===== config.mk =====
export PLATFORM = sky130hd
export DESIGN_NAME = rv32_hart_pc_sched
export DESIGN_NICKNAME = d
export VERILOG_FILES = /design/src/rtl/rv32_hart_pc_sched.sv
export SDC_FILE = /design/constraint.sdc
export NUM_CORES = 1
export LEC_CHECK = 0
export ABC_AREA = 1
export BUFFER_PORTS_ARGS = -buffer_cell sky130_fd_sc_hd__buf_2
export CAP_MARGIN = 20
export CORE_ASPECT_RATIO = 0.6
export CORE_UTILIZATION = 44
export CTS_CLUSTER_DIAMETER = 80
export CTS_CLUSTER_SIZE = 40
export DETAILED_ROUTE_END_ITERATION = 12
export RECOVER_POWER = 25
export SLEW_MARGIN = 20
export SYNTH_ARGS = -nofsm -noshare
export SYNTH_HDL_FRONTEND = slang
export SYNTH_SLANG_ARGS = --single-unit

===== constraint.sdc =====
create_clock -name clk -period 3.3 [get_ports clk]
set_clock_uncertainty 0.2 [all_clocks]
set_input_delay 0.66 -clock clk [delete_from_list [all_inputs] [get_ports clk]]
set_output_delay 0.66 -clock clk [all_outputs]
set_load 0.005 [all_outputs]

===== src/rtl/rv32_hart_pc_sched.sv =====
// rv32_hart_pc_sched: per-hart PC file with round-robin fetch offer and retire/redirect.
// Define RV32_SCHED_MISALIGN_CHK_EN to fault harts redirected to a misaligned target.
module rv32_hart_pc_sched #(
  parameter int unsigned NUM_HARTS = 8,
  parameter int unsigned HID_W = $clog2(NUM_HARTS),
  parameter logic [31:0] RESET_PC = 32'h0000_0000
) (
  input  logic                 clk,
  input  logic                 rst_n,
  input  logic                 sched_en_i,
  input  logic [NUM_HARTS-1:0] hart_halt_i,
  output logic                 fetch_valid_o,
  output logic [HID_W-1:0]     fetch_hart_o,
  output logic [31:0]          fetch_pc_o,
  input  logic                 fetch_ready_i,
  input  logic                 wb_valid_i,
  input  logic [HID_W-1:0]     wb_hart_i,
  input  logic                 wb_has_new_pc_i,
  input  logic [31:0]          wb_next_pc_i,
  output logic [NUM_HARTS-1:0] inflight_mask_o,
  output logic                 err_spurious_o,
  output logic                 err_misalign_o
);
  typedef enum logic [1:0] {H_IDLE, H_INFLIGHT, H_FAULT} hart_st_e;
  typedef enum logic {S_EMPTY, S_OFFER} fsm_e;

  hart_st_e         st_q [NUM_HARTS];
  hart_st_e         st_d [NUM_HARTS];
  logic [29:0]      pc_q [NUM_HARTS];
  logic [29:0]      pc_d [NUM_HARTS];
  fsm_e             fsm_q, fsm_d;
  logic [HID_W-1:0] hart_q, hart_d, last_q, last_d, start, pick;
  logic [29:0]      fpc_q, fpc_d;
  logic             spur_q, spur_d;
  logic             accept, retire, any_elig, load;
  logic [NUM_HARTS-1:0] elig;

  assign accept = fsm_q == S_OFFER && fetch_ready_i;
  assign retire = wb_valid_i && st_q[wb_hart_i] == H_INFLIGHT;

  for (genvar h = 0; h < NUM_HARTS; h++) begin : g_hart
    assign elig[h] = st_q[h] == H_IDLE && !hart_halt_i[h] && !(accept && hart_q == HID_W'(h));
    assign inflight_mask_o[h] = st_q[h] == H_INFLIGHT;
  end

  // Downward scan so the smallest offset from start wins.
  always_comb begin
    start = (accept ? hart_q : last_q) + HID_W'(1);
    pick = start;
    any_elig = 1'b0;
    for (int i = NUM_HARTS - 1; i >= 0; i--) begin
      if (elig[start + HID_W'(i)]) begin
        pick = start + HID_W'(i);
        any_elig = 1'b1;
      end
    end
  end

  assign load = (fsm_q == S_EMPTY || accept) && sched_en_i && any_elig;

  always_comb begin
    st_d = st_q;
    pc_d = pc_q;
    fsm_d = load ? S_OFFER : (accept ? S_EMPTY : fsm_q);
    hart_d = load ? pick : hart_q;
    fpc_d = load ? pc_q[pick] : fpc_q;
    last_d = accept ? hart_q : last_q;
    spur_d = spur_q | (wb_valid_i && !retire);
    if (retire) begin
      pc_d[wb_hart_i] = wb_has_new_pc_i ? wb_next_pc_i[31:2] : pc_q[wb_hart_i] + 30'd1;
      st_d[wb_hart_i] = H_IDLE;
`ifdef RV32_SCHED_MISALIGN_CHK_EN
      if (wb_has_new_pc_i && |wb_next_pc_i[1:0]) st_d[wb_hart_i] = H_FAULT;
`endif
    end
    if (accept) st_d[hart_q] = H_INFLIGHT;
  end

  always_ff @(posedge clk or negedge rst_n) begin
    if (!rst_n) begin
      for (int i = 0; i < NUM_HARTS; i++) begin
        st_q[i] <= H_IDLE;
        pc_q[i] <= RESET_PC[31:2];
      end
      fsm_q <= S_EMPTY;
      hart_q <= '0;
      last_q <= HID_W'(NUM_HARTS - 1);
      fpc_q <= RESET_PC[31:2];
      spur_q <= 1'b0;
    end else begin
      st_q <= st_d;
      pc_q <= pc_d;
      fsm_q <= fsm_d;
      hart_q <= hart_d;
      last_q <= last_d;
      fpc_q <= fpc_d;
      spur_q <= spur_d;
    end
  end

`ifdef RV32_SCHED_MISALIGN_CHK_EN
  logic mis_q;
  always_ff @(posedge clk or negedge rst_n) begin
    if (!rst_n) mis_q <= 1'b0;
    else mis_q <= mis_q | (retire && wb_has_new_pc_i && |wb_next_pc_i[1:0]);
  end
  assign err_misalign_o = mis_q;
`else
  logic unused_lo;
  assign unused_lo = ^wb_next_pc_i[1:0];
  assign err_misalign_o = 1'b0;
`endif

  assign fetch_valid_o = fsm_q == S_OFFER;
  assign fetch_hart_o = hart_q;
  assign fetch_pc_o = {fpc_q, 2'b00};
  assign err_spurious_o = spur_q;
endmodule


## Yosys cells after proc, flatten, opt, wreduce, memory -nomap -nowiden

Cells that the tools add are included.

- Bits in registers: 294
- Bits in latches: 0
- Bits in writable memories: 0
- Memory bits (read-only): 0
- Input bits: 49
- Output and inout port bits: 46
- Word-level logic and storage cells: 182
- Memories kept: 0

- Add/subtract/negate cells: 9
- $mul: 0
- Div/mod/pow operators: 0
- Magnitude comparators: 13
- Eq/ne operators: 16
- Shifts and indexed selects: 0
- Muxes and demuxes: 54
- Bitwise logic cells: 10
- Reductions and logical operators: 59

Operators by type and width:

| cell | count |
|---|---|
| bitwise mux 240 bit | 1 |
| binary-select mux 30 bit (select 3 bit) | 2 |
| 2-to-1 mux 30 bit | 6 |
| demux 30 bit (select 3 bit) | 1 |
| less-than comparator 3 x 4 -> 1 bit (second input constant) | 8 |
| 2-to-1 mux 16 bit | 2 |
| logical AND 1 bit | 31 |
| adder 30 x 1 -> 30 bit (second input constant) | 1 |
| 2-to-1 mux 3 bit | 9 |
| binary-select mux 1 bit (select 3 bit) | 8 |
| equality test 2 x 1 -> 1 bit (second input constant) | 9 |
| 2-to-1 mux 1 bit | 18 |
| logical NOT 1 bit | 17 |
| bitwise AND 16 bit | 1 |
| logical NOT 2 bit | 8 |
| NOT 16 bit | 1 |
| adder 3 bit (second input constant) | 4 |
| demux 2 bit (select 3 bit) | 2 |
| equality test 3 bit (second input constant) | 4 |
| >= comparator 4 bit (second input constant) | 3 |
| NOT 3 -> 4 bit | 3 |
| bitwise AND 8 bit | 1 |
| less-than comparator 4 x 1 -> 1 bit (second input constant) | 2 |
| 2-to-1 mux 2 bit | 4 |
| other kinds (12) | 15 |

## Logic depth before layout (Yosys ltp)

- Depth after elaboration: 18
- Gate-level depth with buffers: 30
- Mapped depth without buffers: 28

## Least setup slack after synthesis

OpenSTA, ideal clock, no wires.

- Path kind: input-to-reg
- From: in fetch_ready_i
- To: reg fpc_q[14]
- Setup time: 117 ps
- Arrival: 3316 ps
- Slack: -334 ps
- Cell stages on the path: 29
- Path through: nand2_4 nand2_1 o21ai_4 inv_1 ha_1 clkbuf_1 inv_1 nand3_1 nand2_1 nand3_1 nand2_1 clkinv_1 nand2_1 nand2_2 nand2_1 nand2_1 nand2_1 nand2_2 nand2_1 nand2_2 nand2_2 buf_6 buf_4 nand2_1 nand3_1 nand3_1 nand2_1 nand2_1 nand2_1

- Word-level cells in the longest chain between the ends: 18
- Elaborated cells on any way between the ends: 73
- Classes of those cells: add/sub (8); mux (36); bitwise (1); reduce/logical (28)

RTL lines:

| item | line | source |
|---|---|---|
| from (decl) | 15 | `input logic fetch_ready_i,` |
| logical AND 1 bit (*) | 38 | `assign accept = fsm_q == S_OFFER && fetch_ready_i;` |
| 2-to-1 mux 3 bit or logical AND 1 bit (tied branches) | - |  |
| adder 3 x 1 -> 3 bit or logical NOT 1 bit (tied branches) | 48, 42 |  |
| adder 3 bit or logical AND 1 bit (tied branches) | 52, 53, 42 |  |
| binary-select mux 1 bit (select 3 bit) | 52 | `if (elig[start + HID_W'(i)]) begin` |
| 2-to-1 mux 1 bit (implied by the code) | 52 |  |
| 2-to-1 mux 3 bit (8 in a row) | 52 |  |
| NOT 3 -> 4 bit (implied by the code) | 66 | `fpc_d = load ? pc_q[pick] : fpc_q;` |
| binary-select mux 30 bit (select 3 bit) | 66 |  |
| 2-to-1 mux 30 bit (implied by the code) (2 in a row) | 66 |  |
| to (signal assigned) | 88 | `fpc_q <= RESET_PC[31:2];` |
| to (signal assigned) | 96 | `fpc_q <= fpc_d;` |
| to (decl) | 33 | `logic [29:0] fpc_q, fpc_d;` |

Mark *: on every way between the ends. The rest lies on a longest branch, timed or not. The select of a mux whose other input is x is not followed.
A chain may end at the register's enable or synchronous reset.

## Worst setup path after layout

- From: reg fsm_q, in the netlist fetch_valid_o
- To: reg fpc_q[28]

- Word-level cells in the longest chain between the ends: 18
- Elaborated cells on any way between the ends: 74
- Classes of those cells: add/sub (8); mux (36); bitwise (2); reduce/logical (28)

RTL lines:

| item | line | source |
|---|---|---|
| from (decl) | 31 | `fsm_e fsm_q, fsm_d;` |
| from (signal assigned) | 93 | `fsm_q <= fsm_d;` |
| logical AND 1 bit | 38 |  |
| 2-to-1 mux 3 bit or logical AND 1 bit (tied branches) | - |  |
| adder 3 x 1 -> 3 bit or logical NOT 1 bit (tied branches) | 48, 42 |  |
| adder 3 bit or logical AND 1 bit (tied branches) | 52, 53, 42 |  |
| binary-select mux 1 bit (select 3 bit) | 52 |  |
| 2-to-1 mux 1 bit (implied by the code) | 52 |  |
| 2-to-1 mux 3 bit (8 in a row) | 52 |  |
| NOT 3 -> 4 bit (implied by the code) | 66 |  |
| binary-select mux 30 bit (select 3 bit) | 66 |  |
| 2-to-1 mux 30 bit (implied by the code) (2 in a row) | 66 |  |

Parallel ways exist; a longest one is shown, timed or not. The select of a mux whose other input is x is not followed.

==> results.md <==
- Type of destination of the critical path: register
- Seq/Total Area, Yosys: between 40% and 50%
- First-pass GRT wire length: around 110 mm
- Count of input and output buffers: 89
- CTS tree: done
- Number of warnings reported in the yosys synthesis log: 0
- Vias in the first global route: ~17,000
- Flip-flop cell with the highest count after synthesis: dfrtp_1
- Depth of the most critical reg-to-reg path: 27
- Setup violation total in the final timing report: 30
- Die W: between 200 and 300 um
- Launch point of the worst reg-to-reg path: fetch_valid_o$_DFFE_PN0P_
- Relative slew slack: 44.6%
- Worst reg-to-reg setup slack: -120 ps
- Highest fanout seen on the critical path: 6
- Pins Over Slew Limit: 0
- Setup crit end: fpc_q[28]$_DFFE_PN0P_
- Floorplan Core Area: ~38,000 um2
- Worst stage delay on the critical path: between 400 and 500 ps
- Fraction of layout instances using a drive strength above 1: between 20% and 30%
- Total congestion overflow: 0
- Period Utilization, post-route: 104%
- Crit path DAT: between 3000 and 4000 ps
- Required time reported for the critical path endpoint: 3550 ps
- Maximum clock insertion buffer count: 3
- Relative area change from synthesis to final layout: 34.5%
- Number of clock buffers inserted by TritonCTS: 14
- Final Net Count: ~2,700
- Synth unique cells: 46
- Height of the chip: approximately 150 um
- Depth of the critical timing path with buffers and inverters included: 27
- Standard-cell row count: 55
- Routed length per instance: 23.0 um
- Ant diodes: 0
- Critical path's most frequent cell: nand2_1
- Destination of the worst register-to-register timing path: fpc_q[28]$_DFFE_PN0P_
- Routed wire length: between 70 and 80 mm
- First-iteration detailed-routing DRC count: about 2,600
- Root buf cell: clkbuf_16
- Smallest setup slack after layout: -124 ps
- Setup_tns: -2440 ps
- Level count of the clock H-tree: 1
- Fraction of synthesis flops using an asynchronous set or reset pin: 100%
- Cells after Synth: 2,350
- Vias after detailed routing: 18,700
- Per-instance average area after synthesis: 7.15 um2
- # DRC: 0
- Number of max-capacitance violations reported: 0
- DR vias/cell: between 5 and 6
- Largest delay share family, worst path: simple AND/OR/NAND/NOR gates
- Critical path start-end classification: register to register
- Number of synthesized flops with an enable pin: 0
- Status: complete, but fails checks
- GRT Util Overall: approximately 37%
- Max stage delay cell, worst path: dfrtp_2
- Final critical-path required period: roughly 3400 ps
- Detailed Routing Iterations Pass 1: 7
- Full die area: ~39,000 um2
- Unrepaired setup endpoints after global routing: true
- Clock latency reported for the late side of the worst-skew pair: between 500 and 600 ps
- Final-report hold violation count: 0
- WP buf/inv: 5
- Hold/Removal Path Class: primary input to register
- Top-level port count: 95
- Tightest Pin Transition: approximately 830 ps
- Maximum operating frequency: approximately 300 MHz
- Post-synth design cell area: roughly 17,000 um2
- Pin count of the biggest net entering global routing: 97
- Number of sinks handled by clock tree synthesis: ~290
- Effective utilization at floorplan: approximately 45%
- Clk slew on worst S/H paths: between 100 and 150 ps
- Total half-perimeter wirelength after legalization and detailed placement: roughly 52 mm
- Critical path startpoint category: register
- Synth Register Bits: 294
- Failing checks: negative setup slack
- Number of antenna violations at the first check in global routing: 1
- Gp weighted congestion: about 0.97
- Origin of the worst setup path: fetch_valid_o$_DFFE_PN0P_
- Final antenna-violating net count: 0
worst min path at each step:
stage | start | end | slack, ps | cells past startpoint
finish | wb_valid_i | err_spurious_o$_DFF_PN0_ | 170 | 3
global route | wb_valid_i | err_spurious_o$_DFF_PN0_ | 170 | 3
CTS | wb_valid_i | err_spurious_o$_DFF_PN0_ | 160 | 3
detailed placement | fpc_q[18]$_DFFE_PN0P_ | fpc_q[18]$_DFFE_PN0P_ | 260 | 2
global placement | err_spurious_o$_DFF_PN0_ | err_spurious_o$_DFF_PN0_ | 260 | 1
floorplan | rst_n | err_spurious_o$_DFF_PN0_ | 160 | 0
per-layer routing:
layer / GRT usage [%] / vias to the layer above / wire (um)
met5: 0 / - / 0
met4: 10.2 / 0 / 2180
met3: 11.8 / 176 / 10800
met2: 47.3 / 1274 / 28300
met1: 58.5 / 8848 / 32700
li1: - / 8422 / -
synthesized netlist by cell type, drive strengths merged (2+ instances only):
| cell | instances | area share (%) |
|---|---|---|
| a21oi | 20 | 0.60 |
| a221oi | 41 | 2.1 |
| a22o | 3 | 0.16 |
| a22oi | 13 | 0.58 |
| a31oi | 3 | 0.11 |
| and2 | 4 | 0.15 |
| buf | 92 | 3.2 |
| clkbuf | 48 | 1.1 |
| clkinv | 2 | 0.045 |
| dfrtp | 291 | 43 |
| dfstp | 3 | 0.47 |
| ha | 3 | 0.22 |
| inv | 202 | 4.5 |
| nand2 | 855 | 19 |
| nand3 | 391 | 12 |
| nand3b | 2 | 0.089 |
| nand4 | 19 | 0.71 |
| nor2 | 66 | 1.6 |
| nor3 | 15 | 0.48 |
| o2111ai | 2 | 0.10 |
| o21ai | 199 | 6.1 |
| o22ai | 47 | 1.7 |
| o2bb2ai | 2 | 0.10 |
| or2 | 6 | 0.22 |
| xnor2 | 8 | 0.42 |
| xor2 | 7 | 0.36 |
sequential cells by signal, summed over array words and instances, names as in the netlist:
signal,flops
fpc_q,30
st_q,16
err_spurious_o,1
fetch_valid_o,1
last_q,3
fetch_hart_o,3
pc_q,240
worst reg2reg max path, stage by stage (launching register included):
cell       delay, ps
dfrtp_2          460
nand2_8           90
o21ai_4          200
inv_4             60
ha_4             180
inv_4             60
nand3_4          110
nand2_8          130
xor2_2           170
nand3_2          120
nand2_2          120
inv_2             50
nand2_2           60
nand2_1           50
nand2_1           50
nand2_1           60
nand2_2           90
nand2_2           80
nand2_4          130
nand2_8           90
buf_12           140
clkbuf_16        170
nand2_1           70
nand3_1           90
nand3_2          110
nand2_4           90
nand2_1           80
nand2_1           40
final cells by class:
class                   count  area (um2)
repair buffers            461        4540
clock buffers              16         389
clock inverters             8         108
fillers                  3399       15000
inverters                 204         781
flip-flops and latches    294        7360
multi-input cells        1714        8780
well taps                 513         642
per-stage QoR:
step                hold WS, ps  area, um2  setup WS [ps]  utilization, %  instances
floorplan                   164      16900           7.79               -       2352
global placement            258      20700           -632            54.9       3148
detailed placement          261      20700           -625            54.9       3148
CTS                         160      21600          -59.6            57.5       3190
global route                172      22600           -277            60.0       3210
finish                      168      22600           -124            60.0       3210
kinds of logic after synthesis:
family,count (synthesis),synth area share [%]
and+or+nand+nor,1358,34.4
buffers and inverters,344,8.84
AOI/OAI and AO/OA,335,11.9
DFF,294,43.8
xor gates and xnor gates,15,0.782
adders and majority gates,3,0.223
other,1,0.0223
layout by cell type, fill, tap and decap left out, types with 10 or more instances in the layout:
master     synthesis  routed
nor3_1            14      13
inv_1            193     185
o21ai_1           31      27
o21ai_0          162     160
nor2_1            59      46
nand2_1          844     790
nand3_1          385     320
o22ai_1           47      45
nor2_4             2      11
clkbuf_16          0      23
o21ai_2            5      11
buf_12             0      74
nand2_2            9      52
buf_2             62      88
buf_4              9     261
nand2_4            2      10
a21oi_1           20      16
dfrtp_1          291     288
a221oi_1          41      38
nand3_2            6      64
nand4_1           19      19
buf_6             11      21
a22oi_1           13      13
inv_2              9      13
timing repair:
action                                  CTS  global route
pin swaps                                16            63
hold buffers                              1             0
endpoints found under the hold margin    43             0
gates cloned                              6             9
buffers inserted                         11            12
gates resized for setup                  50           159
endpoints found under the setup margin   41           152
Power is left out: the tool's default activity adds up to more than one toggle a clock period on the data nets, which glitch-free logic cannot reach.
